[config.mk]
export PLATFORM = sky130hd
export DESIGN_NAME = pill_batch_counter
export DESIGN_NICKNAME = d
export VERILOG_FILES = /design/src/rtl/pill_batch_counter.sv
export SDC_FILE = /design/constraint.sdc
export NUM_CORES = 1
export LEC_CHECK = 0
export ABC_AREA = 0
export BUFFER_PORTS_ARGS = -buffer_cell sky130_fd_sc_hd__buf_4
export CORE_MARGIN = 5
export CORE_UTILIZATION = 35
export CTS_CLUSTER_DIAMETER = 80
export CTS_CLUSTER_SIZE = 24
export DETAILED_ROUTE_END_ITERATION = 7
export GPL_TIMING_DRIVEN = 0
export HOLD_SLACK_MARGIN = 0.06
export PLACE_DENSITY = 0.55
export SETUP_SLACK_MARGIN = 0.5
export SLEW_MARGIN = 20
export SYNTH_ARGS = -nofsm -noshare
export SYNTH_HDL_FRONTEND = slang
export SYNTH_SLANG_ARGS = --single-unit
[constraint.sdc]
create_clock -name clk_in -period 4.7 [get_ports clk_in]
set_clock_uncertainty 0.05 [all_clocks]
set_input_delay 0.94 -clock clk_in [delete_from_list [all_inputs] [get_ports clk_in]]
set_output_delay 0.94 -clock clk_in [all_outputs]
set_load 0.005 [all_outputs]
[src/rtl/pill_batch_counter.sv]
// Pill/bottle batch counting controller: auto-rate or debounced manual counting,
// per-bottle completion pulse and a blinking batch-done indicator.
module pill_batch_counter #(
    parameter int unsigned CNT_W      = 4,
    parameter int unsigned AUTO_DIV   = 50_000_000,
    parameter int unsigned DEB_CYCLES = 25_000,
    parameter int unsigned BLINK_DIV  = 25_000_000
) (
    input  logic             clk_in,
    input  logic             rst,
    input  logic [2:0]       mode,
    input  logic             key_n,
    input  logic [CNT_W-1:0] set_val,
    output logic [CNT_W-1:0] bottle_tgt,
    output logic [CNT_W-1:0] pill_tgt,
    output logic [CNT_W-1:0] bottle_cnt,
    output logic [CNT_W-1:0] pill_cnt,
    output logic             bottle_done,
    output logic             batch_done,
    output logic             led_n
);

    localparam int unsigned PRE_W   = $clog2(AUTO_DIV);
    localparam int unsigned DEB_W   = $clog2(DEB_CYCLES + 1);
    localparam int unsigned BLINK_W = (BLINK_DIV > 1) ? $clog2(BLINK_DIV) : 1;

    localparam logic [PRE_W-1:0]   PRE_MAX   = PRE_W'(AUTO_DIV - 1);
    localparam logic [DEB_W-1:0]   DEB_MAX   = DEB_W'(DEB_CYCLES);
    localparam logic [DEB_W-1:0]   DEB_ARM   = DEB_W'(DEB_CYCLES - 1);
    localparam logic [BLINK_W-1:0] BLINK_MAX = BLINK_W'(BLINK_DIV - 1);

    localparam logic [2:0] MODE_SET_BOTTLE = 3'd1;
    localparam logic [2:0] MODE_SET_PILL   = 3'd2;
    localparam logic [2:0] MODE_AUTO       = 3'd3;
    localparam logic [2:0] MODE_MANUAL     = 3'd4;

    logic [PRE_W-1:0]   pre_q;
    logic [1:0]         sync_q;
    logic [DEB_W-1:0]   deb_q;
    logic               key_pulse_q;
    logic [BLINK_W-1:0] blink_q;
    logic               led_q;

    logic [CNT_W-1:0] btgt_q, btgt_d, ptgt_q, ptgt_d;
    logic [CNT_W-1:0] bcnt_q, bcnt_d, pcnt_q, pcnt_d;
    logic             bdone_q, bdone_d, batch_q, batch_d;

    logic             key_s;
    logic             tick;
    logic             count_event;
    logic [CNT_W:0]   pill_inc, bottle_inc;

    assign tick        = (mode == MODE_AUTO) && (pre_q == PRE_MAX);
    assign key_s       = sync_q[1];
    assign count_event = tick || ((mode == MODE_MANUAL) && key_pulse_q);
    assign pill_inc    = {1'b0, pcnt_q} + (CNT_W+1)'(1);
    assign bottle_inc  = {1'b0, bcnt_q} + (CNT_W+1)'(1);

    always_ff @(posedge clk_in or posedge rst) begin
        if (rst) begin
            pre_q <= '0;
        end else if (mode != MODE_AUTO || tick) begin
            pre_q <= '0;
        end else begin
            pre_q <= pre_q + PRE_W'(1);
        end
    end

    // Synchroniser idles high so reset does not look like a held key.
    always_ff @(posedge clk_in or posedge rst) begin
        if (rst) begin
            sync_q      <= 2'b11;
            deb_q       <= '0;
            key_pulse_q <= 1'b0;
        end else begin
            sync_q      <= {sync_q[0], key_n};
            key_pulse_q <= !key_s && (deb_q == DEB_ARM);
            if (key_s) begin
                deb_q <= '0;
            end else if (deb_q != DEB_MAX) begin
                deb_q <= deb_q + DEB_W'(1);
            end
        end
    end

    always_comb begin
        btgt_d  = btgt_q;
        ptgt_d  = ptgt_q;
        bcnt_d  = bcnt_q;
        pcnt_d  = pcnt_q;
        batch_d = batch_q;
        bdone_d = 1'b0;
        case (mode)
            MODE_SET_BOTTLE, MODE_SET_PILL: begin
                if (mode == MODE_SET_BOTTLE) btgt_d = set_val;
                else                         ptgt_d = set_val;
                bcnt_d  = '0;
                pcnt_d  = '0;
                batch_d = 1'b0;
            end
            default: begin
                if (count_event && !batch_q && ptgt_q != '0 && btgt_q != '0) begin
                    if (pill_inc < {1'b0, ptgt_q}) begin
                        pcnt_d = pill_inc[CNT_W-1:0];
                    end else begin
                        pcnt_d  = '0;
                        bdone_d = 1'b1;
                        if (bottle_inc == {1'b0, btgt_q}) begin
                            bcnt_d  = btgt_q;
                            batch_d = 1'b1;
                        end else begin
                            bcnt_d = bottle_inc[CNT_W-1:0];
                        end
                    end
                end
            end
        endcase
    end

    always_ff @(posedge clk_in or posedge rst) begin
        if (rst) begin
            btgt_q  <= '0;
            ptgt_q  <= '0;
            bcnt_q  <= '0;
            pcnt_q  <= '0;
            bdone_q <= 1'b0;
            batch_q <= 1'b0;
        end else begin
            btgt_q  <= btgt_d;
            ptgt_q  <= ptgt_d;
            bcnt_q  <= bcnt_d;
            pcnt_q  <= pcnt_d;
            bdone_q <= bdone_d;
            batch_q <= batch_d;
        end
    end

    // Blink starts the cycle after batch_done rises; clearing snaps the LED off at once.
    always_ff @(posedge clk_in or posedge rst) begin
        if (rst) begin
            blink_q <= '0;
            led_q   <= 1'b1;
        end else if (!batch_d) begin
            blink_q <= '0;
            led_q   <= 1'b1;
        end else if (batch_q) begin
            if (blink_q == BLINK_MAX) begin
                blink_q <= '0;
                led_q   <= !led_q;
            end else begin
                blink_q <= blink_q + BLINK_W'(1);
            end
        end
    end

    assign bottle_tgt  = btgt_q;
    assign pill_tgt    = ptgt_q;
    assign bottle_cnt  = bcnt_q;
    assign pill_cnt    = pcnt_q;
    assign bottle_done = bdone_q;
    assign batch_done  = batch_q;
    assign led_n       = led_q;

endmodule

==> results of run 1 <==
metal layers:
| metal | track usage [%] | wire (µm) |
|---|---|---|
| met1 | 17.53 | 4918 |
| met2 | 20.88 | 4840 |
| met4 | 3.912 | 119 |
| met3 | 3.133 | 332 |
| met5 | 0 | 0 |
placed cells by master (no fill, tap or decap), drive strengths merged, types with 4 or more instances in the layout:
master / n
a21o: 5
a21oi: 17
a31oi: 20
and2: 6
and3: 10
and4: 4
buf: 38
clkbuf: 20
dfrtp: 85
ha: 9
inv: 21
mux2: 5
mux2i: 7
nand2: 43
nand2b: 5
nand3: 29
nand4: 15
nor2: 51
nor3: 8
nor4: 15
o211ai: 8
o21ai: 13
o21bai: 4
or2: 4
or3: 6
xnor2: 18
xor2: 26
final timing paths:
kind,slack [ns],from,depth (start not counted),to
max reg2reg,2.05,pill_cnt[0],10,blink_q[3]
min,0.31,sync_q[0],0,sync_q[1]
max,2.05,pill_cnt[0],10,blink_q[3]
min reg2reg,0.31,sync_q[0],0,sync_q[1]
max in group asynchronous,3.32,rst,3,pre_q[18]
min in group asynchronous,0.65,rst,2,blink_q[0]
synth_stat cells (4+ instances only):
cell type and n:
a21o_1 5, a21oi_1 16, a31oi_1 20, and2_1 6, and3_1 10, and4_1 4
buf_2 5, clkbuf_1 9, dfrtp_1 85, ha_1 9, inv_1 21, mux2_2 5
mux2i_1 7, nand2_1 43, nand2b_1 5, nand3_1 29, nand4_1 15, nor2_1 51
nor3_1 8, nor4_1 13, o211ai_1 6, o21ai_0 9, o21ai_1 4, or2_2 4
or3_1 6, xnor2_1 18, xor2_1 26
power groups by stage:
stage	clock [mW]	combinational [mW]	sequential (mW)
4_1_cts	0.733	0.113	0.792
5_1_grt	0.764	0.125	0.795
6_report	0.703	0.110	0.793
2_1_floorplan	0	0.0635	0.803
3_3_place_gp	0	0.107	0.806
3_5_place_dp	0	0.113	0.807
stage by stage:
step	utilization, %	setup slack [ns]
after CTS	41.20	2.015
after detailed placement	39.01	1.844
final	41.20	2.051
after floorplan	-	1.436
after global routing	41.20	1.827
after global placement	38.84	0.2830
flip-flops by register name (all words and copies together) (netlist names):
signal	flops
pre_q	26
deb_q	15
pill_tgt	4
key_pulse_q	1
bottle_cnt	4
bottle_done	1
batch_done	1
pill_cnt	4
blink_q	25
bottle_tgt	4
sync_q	2
led_n	1
logic make-up (layout without fill, tap and decap cells):
logic type / count (synthesis) / in the layout / share of synthesized area (%)
buf+inv: 39 / 84 / 3.716
fa+ha+maj: 9 / 9 / 2.389
xor+xnor: 44 / 44 / 8.176
mux: 12 / 12 / 2.681
simple gates: 216 / 216 / 24.26
flops: 88 / 88 / 46.80
compound gates: 83 / 83 / 11.97
area by class of cell:
cell class	count	area [µm²]
fillers	1304	7786
inverters	21	81.33
repair buffers	29	230.2
clock buffers	11	232.7
multi-input cells	364	2332
well taps	176	220.2
clock inverters	5	57.56
plain buffers	18	96.34
flip-flops and latches	88	2206
==> flow_summary.yaml, run 1 <==
final_layout:
  final_area_um2: 5456
  final_cells: 712
  antenna_cells: 0
  fin_nets: 550
  area_growth_pct: 15.77
  drive_gt1_share_pct: 14.74
grt:
  grt-ovfl-total: 0
  track_usage_pct: 13.02
  grt_pass1_wl_um: 17220
  grt_max_degree: 52
  grt_pass1_vias: 3505
  antenna_found_initial: 0
placement:
  dp_hpwl_um: 7236
  place_inst: 696
  placed_cell_area_um2: 5166
  place.gp.congestion: 0.8431
  io_buffers: 28
synthesis:
  synth_area_um2: 4713
  synth_ff_type: "dfrtp_1"
  synth.avg_cell_area_um2: 9.599
  syn_inst: 491
  synth_edf_count: 0
  yosys_warnings: 0
  ys_types: 57
  yosysTopAreaCell: "dfrtp_1"
  synth_area_leaders: "dfrtp_1 45%, xor2_1 4.8%, nor2_1 4.1%"
  ys_seq_area_share_pct: 46.80
  synthesis.nets: 510
  ys_ff_latch: 88
  async_flop_share_pct: 100.0
  synth_top_area_share_pct: 45.13
power_and_ir_drop:
  p_int_mw: 1.235
  ir_worst_vdd_mv: 0.1346
  leakagePower_nw: 2.273
  p_sw_share_pct: 23.07
  total_power_mw: 1.606
  sequentialPowerShare_pct: 49.4
  netSwitchingPower_mw: 0.3703
  power.density_nw_per_um2: 294.2
  combinationalPowerShare_pct: 6.8
  p_clk_share_pct: 43.8
drt:
  dr.pass1.iters: 5
  postRouteAntennaNets: 0
  vias_per_cell: 5.164
  drt_wl_total_um: 10210
  wire_per_inst_um: 14.34
  drtIter0Drc: 229
  dr_total_vias: 3677
  post-route-drc-count: 0
sta:
  tns_ns: 0
  final.period_utilization_pct: 56.37
  hold_slack_ns: 0.3075
  slew_headroom_pct: 35.54
  fmax_ghz: 0.3775
  worst_pin_slew_ns: 0.9581
  setup_viol_count_final: 0
  fin_crit_ns: 2.649
  rsz0062_at_grt: "false"
  hold_viol_final: 0
  drv_slew: 0
clock_tree:
  cts.sinks: 88
  cts_tree: "done"
  cts_buffers: 9
  cts.clk_slew.worst_paths_ns: 0.06
  post_cts_resized: 0
  cts_max_path_buffers: 2
  cts_setup_buffers: 0
  holdBufCountCts: 0
  insertion_delay_ns: 0.34
  cts_root_buf: "clkbuf_16"
  cts_max_level: 3
floorplan:
  start_util_pct: 35.59
  ioPinCount: 29
  die-area_um2: 15890
  die_h_um: 126.0
  row_count: 42
  die_w_um: 126.0
  core_area_um2: 13240
setup_path:
  crit_slowest_cell: "dfrtp_1"
  arrival_ns: 2.86
  crit_required_ns: 4.91
  worstPathMaxFanout: 10
  max_stage_delay_ns: 0.45
  crit_chain: "ha_1 > nor2b_1 > or2_2 > ha_1 > o21ai_0 > a21oi_1 > o21ba_2 > o211ai_2 > buf_2 > a31oi_1"
  worstSetupPathType: "reg2reg"
  path_buf_inv: 1
  start_kind: "flip-flop"
  cpMostUsedCell: "ha_1"
  cp-end-kind: "flip-flop"
  cpLargestDelayFamily: "compound AO/OA/AOI/OAI gates"
outcome:
  status: "finished, final reports clean"
job:
  drv_cap: 0
hold_path:
  hold_class: "reg2reg"
Power figures use the tool's default switching activity.
==> inputs of run 2 (changes only) <==
ABC_AREA = 1   (was 0)
clock period = 2.65 ns   (was 4.7 ns; I/O delays follow)
==> flow_summary.yaml, run 2 <==
drt:
  post-route-drc-count: 0
  vias_per_cell: 4.972
  dr.pass1.iters: 5
  drtIter0Drc: 385
  drt_wl_total_um: 12510
  dr_total_vias: 4594
  wire_per_inst_um: 13.54
  postRouteAntennaNets: 0
sta:
  slew_headroom_pct: 56.41
  final.period_utilization_pct: 82.26
  tns_ns: 0
  rsz0062_at_grt: "true"
  fin_crit_ns: 2.180
  hold_viol_final: 0
  setup_viol_count_final: 0
  drv_slew: 0
  fmax_ghz: 0.4587
  timing.final.ws_setup_ns: 0.4701
  worst_pin_slew_ns: 0.6525
final_layout:
  largest-register: "pre_q"
  area_growth_pct: 20.61
  fin_nets: 754
  largest_register_ffs: 26
  final_cells: 924
  antenna_cells: 0
  mostFrequentLayoutCell: "nand2_1"
  fillCellCount: 1484
  drive_gt1_share_pct: 17.16
  final_cell_mix: "147 x nand2_1, 94 x nor2_1, 83 x dfrtp_1, 74 x inv_1, 65 x nand3_1"
  reg.largest.list: "pre_q: 26 flops, blink_q: 25 flops, deb_q: 15 flops"
floorplan:
  die_h_um: 131.8
  die_w_um: 131.8
  start_util_pct: 35.75
  row_count: 44
  core_area_um2: 14530
  ioPinCount: 29
  die-area_um2: 17380
grt:
  antenna_found_initial: 0
  track_usage_pct: 14.55
  grt_pass1_wl_um: 21390
  grt_max_degree: 32
  grt-ovfl-total: 0
  grt_pass1_vias: 4503
synthesis:
  synth.avg_cell_area_um2: 7.619
  yosys_warnings: 0
  synth_area_um2: 5196
  synth_area_leaders: "dfrtp_1 41%, nand2_1 11%, nand3_1 7.5%"
  yosysTopAreaCell: "dfrtp_1"
  synth_ff_type: "dfrtp_1"
  ys_seq_area_share_pct: 42.45
  ys_top_cells_by_count: "149 x nand2_1, 95 x nor2_1, 85 x dfrtp_1"
  synth_most_common_cell: "nand2_1"
  syn_inst: 682
  async_flop_share_pct: 100.0
  ys_types: 36
  synthesis.nets: 701
  synth_edf_count: 0
  ys_ff_latch: 88
  synth_top_area_share_pct: 40.93
power_and_ir_drop:
  power.density_nw_per_um2: 454.9
  leakagePower_nw: 2.739
  ir_worst_vdd_mv: 0.2758
setup_path:
  worstPathMaxFanout: 10
  crit_required_ns: 2.84
  start_kind: "flip-flop"
  cp-end-kind: "flip-flop"
  arrival_ns: 2.37
  worstSetupPathType: "reg2reg"
placement:
  place_inst: 896
  place.gp.congestion: 0.9162
  dp_hpwl_um: 8985
  place_ws_ns: 0.2031
  io_buffers: 28
clock_tree:
  cts.clk_slew.worst_paths_ns: 0.06
  cts_buffers: 9
  holdBufCountCts: 0
  insertion_delay_ns: 0.34
  cts.sinks: 88
  cts_max_path_buffers: 2
  cts_max_level: 3
  cts_root_buf: "clkbuf_16"
  cts_tree: "done"
hold_path:
  hold_class: "in2async"
job:
  drv_cap: 0
outcome:
  status: "finished, final reports clean"
[run 2: cell types whose count changed in the layout (fill, tap and decap cells not counted), sizes merged, moves of 11 or more]
cell | previous run | this run
nand2 | 43 | 156
inv | 21 | 81
nand3 | 29 | 83
nor2 | 51 | 105
a31oi | 20 | 2
nor3 | 8 | 23
buf | 38 | 49
[run 2: repair_timing]
action / 4_1_cts / 5_1_grt
setup buffers: 9 / 0
setup endpoints to repair: 37 / 47
pin swaps: 9 / 15
cloned: 2 / 1
resized for setup: 13 / 24
[run 2: where the power goes]
part	leakage [nW]	switching [mW]	internal [mW]
Sequential	1.20	0.0319	1.37
Combinational	1.39	0.123	0.0880
Clock	0.143	0.524	0.714
Total	2.74	0.679	2.17
[run 2: through the flow]
stage | area [µm²] | hold WS (ns) | total power [mW] | util (%)
3_3_place_gp | 5643 | 0.2967 | 1.605 | 38.83
3_5_place_dp | 5683 | 0.2981 | 1.617 | 39.10
5_1_grt | 6267 | 0.2331 | 2.981 | 43.12
6_report | 6267 | 0.2278 | 2.851 | 43.12
2_1_floorplan | 5202 | 0.2952 | 1.527 | -
4_1_cts | 6126 | 0.2318 | 2.891 | 42.15
[run 2: critical path, stage by stage (launching register included)]
cell     delay, ns
dfrtp_1       0.41
ha_4          0.19
xor2_4        0.18
ha_4          0.23
a21o_1        0.16
nand3_1       0.07
nand4_1       0.18
nand4_4       0.19
nand2_8       0.12
buf_8         0.17
nand3_1       0.07
nand2_1       0.05
[run 2: kinds of logic (layout without fill, tap and decap cells)]
kind of cell | after synthesis | after routing | share of synthesized area [%]
and+or+nand+nor | 414 | 415 | 37.37
buffers and inverters | 95 | 152 | 7.801
AOI/OAI and AO/OA | 45 | 45 | 4.984
adders and majority gates | 9 | 9 | 2.167
xor gates and xnor gates | 31 | 31 | 5.225
DFF | 88 | 88 | 42.45
[run 2: layout make-up]
class	instances	area, µm²	area share [%]
Multi-Input combinational cell	500	2743	43.76
Inverter	82	314.1	5.011
Buffer	13	102.6	1.637
Timing Repair Buffer	41	381.6	6.089
Tap cell	184	230.2	3.673
Clock buffer	14	274.0	4.372
Sequential cell	88	2208	35.24
Clock inverter	2	13.76	0.2196
[run 2: per-layer routing]
metal	GRT usage, %	vias up	share of wire, %
li1	-	2331	-
met1	18.92	2170	47
met2	24.49	77	48
met3	2.328	16	3.0
met4	5.257	0	1.7
met5	0	-	0
[run 2: path summary, 6_finish.rpt]
path	slack, ns	startpoint	cells past startpoint	to
max	0.47	pill_cnt[1]	11	blink_q[20]
min	0.23	rst	2	pill_tgt[1]
max reg2reg	0.47	pill_cnt[1]	11	blink_q[20]
min reg2reg	0.31	sync_q[0]	0	sync_q[1]
max in group asynchronous	1.45	rst	4	sync_q[1]
min in group clk_in	0.25	key_n	1	sync_q[0]
==> inputs of run 3 (changes only) <==
PLACE_DENSITY = 0.56   (was 0.55)
clock period = 1.8 ns   (was 2.65 ns; I/O delays follow)
==> flow_summary.yaml, run 3 (synthesis gave the netlist of run 2 again) <==
power_and_ir_drop:
  sequentialPowerShare_pct: 47.6
  p_int_mw: 3.304
  combinationalPowerShare_pct: 9.7
  ir_worst_vdd_mv: 0.4686
  p_sw_share_pct: 23.99
  power.density_nw_per_um2: 581.1
  leakagePower_nw: 3.238
  total_power_mw: 4.346
  netSwitchingPower_mw: 1.043
  p_clk_share_pct: 42.7
final_layout:
  antenna_cells: 0
  largest-register: "pre_q"
  mostFrequentLayoutCell: "nand2_1"
  fin_nets: 807
  final_cell_mix: "129 x nand2_1, 71 x dfrtp_1, 65 x nor2_1, 63 x inv_1, 56 x nand3_1"
  area_growth_pct: 43.94
  multi_input_area_um2: 3317
  largest_register_ffs: 26
  seq_area_um2: 2223
  reg.largest.list: "pre_q: 26 flops, blink_q: 25 flops, deb_q: 15 flops"
  drive_gt1_share_pct: 37.96
  fillCellCount: 1305
  final_area_um2: 7480
setup_path:
  arrival_ns: 2.39
  crit_chain: "ha_4 > xor2_2 > ha_1 > a21o_1 > nand3_1 > nand4_1 > nand4_4 > buf_6 > buf_4 > nand3_1 > nand2_1 > nor2_1"
  crit_start: "pill_cnt[1]"
  max_stage_delay_ns: 0.42
  crit_slowest_cell: "dfrtp_1"
  worstSetupPathType: "reg2reg"
  crit_required_ns: 1.99
  worstPathMaxFanout: 5
  cp-end-kind: "flip-flop"
  cpMostUsedCell: "nand3_1"
  start_kind: "flip-flop"
  r2r-start: "pill_cnt[1]"
clock_tree:
  cts_max_level: 3
  cts_tree: "done"
  holdBufCountCts: 0
  cts.clk_slew.worst_paths_ns: 0.06
  cts_root_buf: "clkbuf_16"
  insertion_delay_ns: 0.35
  cts_max_path_buffers: 2
  cts_buffers: 9
  cts.sinks: 88
floorplan:
  start_util_pct: 35.75
  ioPinCount: 29
  row_count: 44
  die-area_um2: 17380
  core_area_um2: 14530
  die_w_um: 131.8
  die_h_um: 131.8
grt:
  antenna_found_initial: 0
  grt_max_degree: 34
  grt_pass1_vias: 4777
  grt-ovfl-total: 0
  grt_pass1_wl_um: 23230
  track_usage_pct: 15.96
sta:
  hold_viol_final: 0
  fmax_ghz: 0.4557
  fin_crit_ns: 2.195
  rsz0062_at_grt: "true"
  timing.final.ws_setup_ns: -0.3945
  tns_ns: -14.09
  slew_headroom_pct: 57.20
  hold_slack_ns: 0.05149
  worst_pin_slew_ns: 0.6406
  setup_viol_count_final: 44
  drv_slew: 0
  final.period_utilization_pct: 121.9
placement:
  io_buffers: 28
  placed_cell_area_um2: 5828
  dp_hpwl_um: 9349
  place.gp.congestion: 0.9042
drt:
  post-route-drc-count: 0
  postRouteAntennaNets: 0
  drtIter0Drc: 371
  dr.pass1.iters: 5
  wire_per_inst_um: 14.25
  drt_wl_total_um: 13930
  dr_total_vias: 4939
  vias_per_cell: 5.055
hold_path:
  hold_class: "in2async"
job:
  drv_cap: 0
outcome:
  status: "finished, violations left"
  violations: "negative setup slack"
run 3: changes by cell type in the layout (fill, tap and decap cells not counted), sizes merged:
cell      previous run  this run
clkbuf              19        16
buf                 49       102
bufinv               0         1
inv                 81        82
clkinvlp             1         2
run 3: per-stage QoR:
stage,setup WS [ns],util (%),cells
floorplan,-0.3256,-,682
global placement,-0.5662,39.82,894
detailed placement,-0.6084,40.10,896
CTS,-0.4223,48.53,960
global route,-0.5367,51.46,977
finish,-0.3945,51.46,977
run 3: layout make-up:
| cell class | count | area share (%) |
|---|---|---|
| plain buffers | 13 | 1.974 |
| flip-flops and latches | 88 | 29.73 |
| clock inverters | 5 | 0.7528 |
| well taps | 184 | 3.078 |
| inverters | 82 | 4.333 |
| multi-input cells | 500 | 44.35 |
| clock buffers | 11 | 3.111 |
| repair buffers | 94 | 12.68 |
run 3: what timing repair did:
item                       4_1_cts  5_1_grt
resized for setup              145       73
setup buffers                   44       16
gates cloned                     4        1
pin swaps                       49       38
setup endpoints to repair       91       93
run 3: final timing paths:
check / slack [ns] / depth (start not counted) / endpoint
worst max-delay path: -0.39 / 12 / blink_q[13]
worst min-delay path: 0.05 / 2 / pre_q[6]
worst max register to register: -0.39 / 12 / blink_q[13]
worst min register to register: 0.31 / 0 / sync_q[1]
max in group asynchronous: 0.78 / 4 / sync_q[0]
min in group clk_in: 0.07 / 1 / sync_q[0]
run 3: metal layers:
layer | part of all wire (%) | vias to the layer above | GRT usage [%]
met5 | 0 | - | 0
li1 | - | 2442 | -
met2 | 48 | 106 | 26.33
met1 | 46 | 2367 | 21.20
met3 | 3.9 | 24 | 2.328
met4 | 2.1 | 0 | 6.229
run 3: worst max-delay path, delay by kind of cell, from the launching register on:
kind	cells	cell delay, ns
AOI/OAI and AO/OA	1	0.16
xor gates and xnor gates	1	0.14
adders and majority gates	2	0.49
buffers and inverters	2	0.25
DFF	1	0.42
and+or+nand+nor	6	0.57
run 3: power by group through the flow:
stage	clock (mW)	combinational, mW	sequential (mW)
floorplan	0	0.165	2.09
global placement	0	0.267	2.10
detailed placement	0	0.286	2.10
CTS	1.91	0.385	2.07
global route	1.98	0.468	2.08
finish	1.86	0.420	2.07
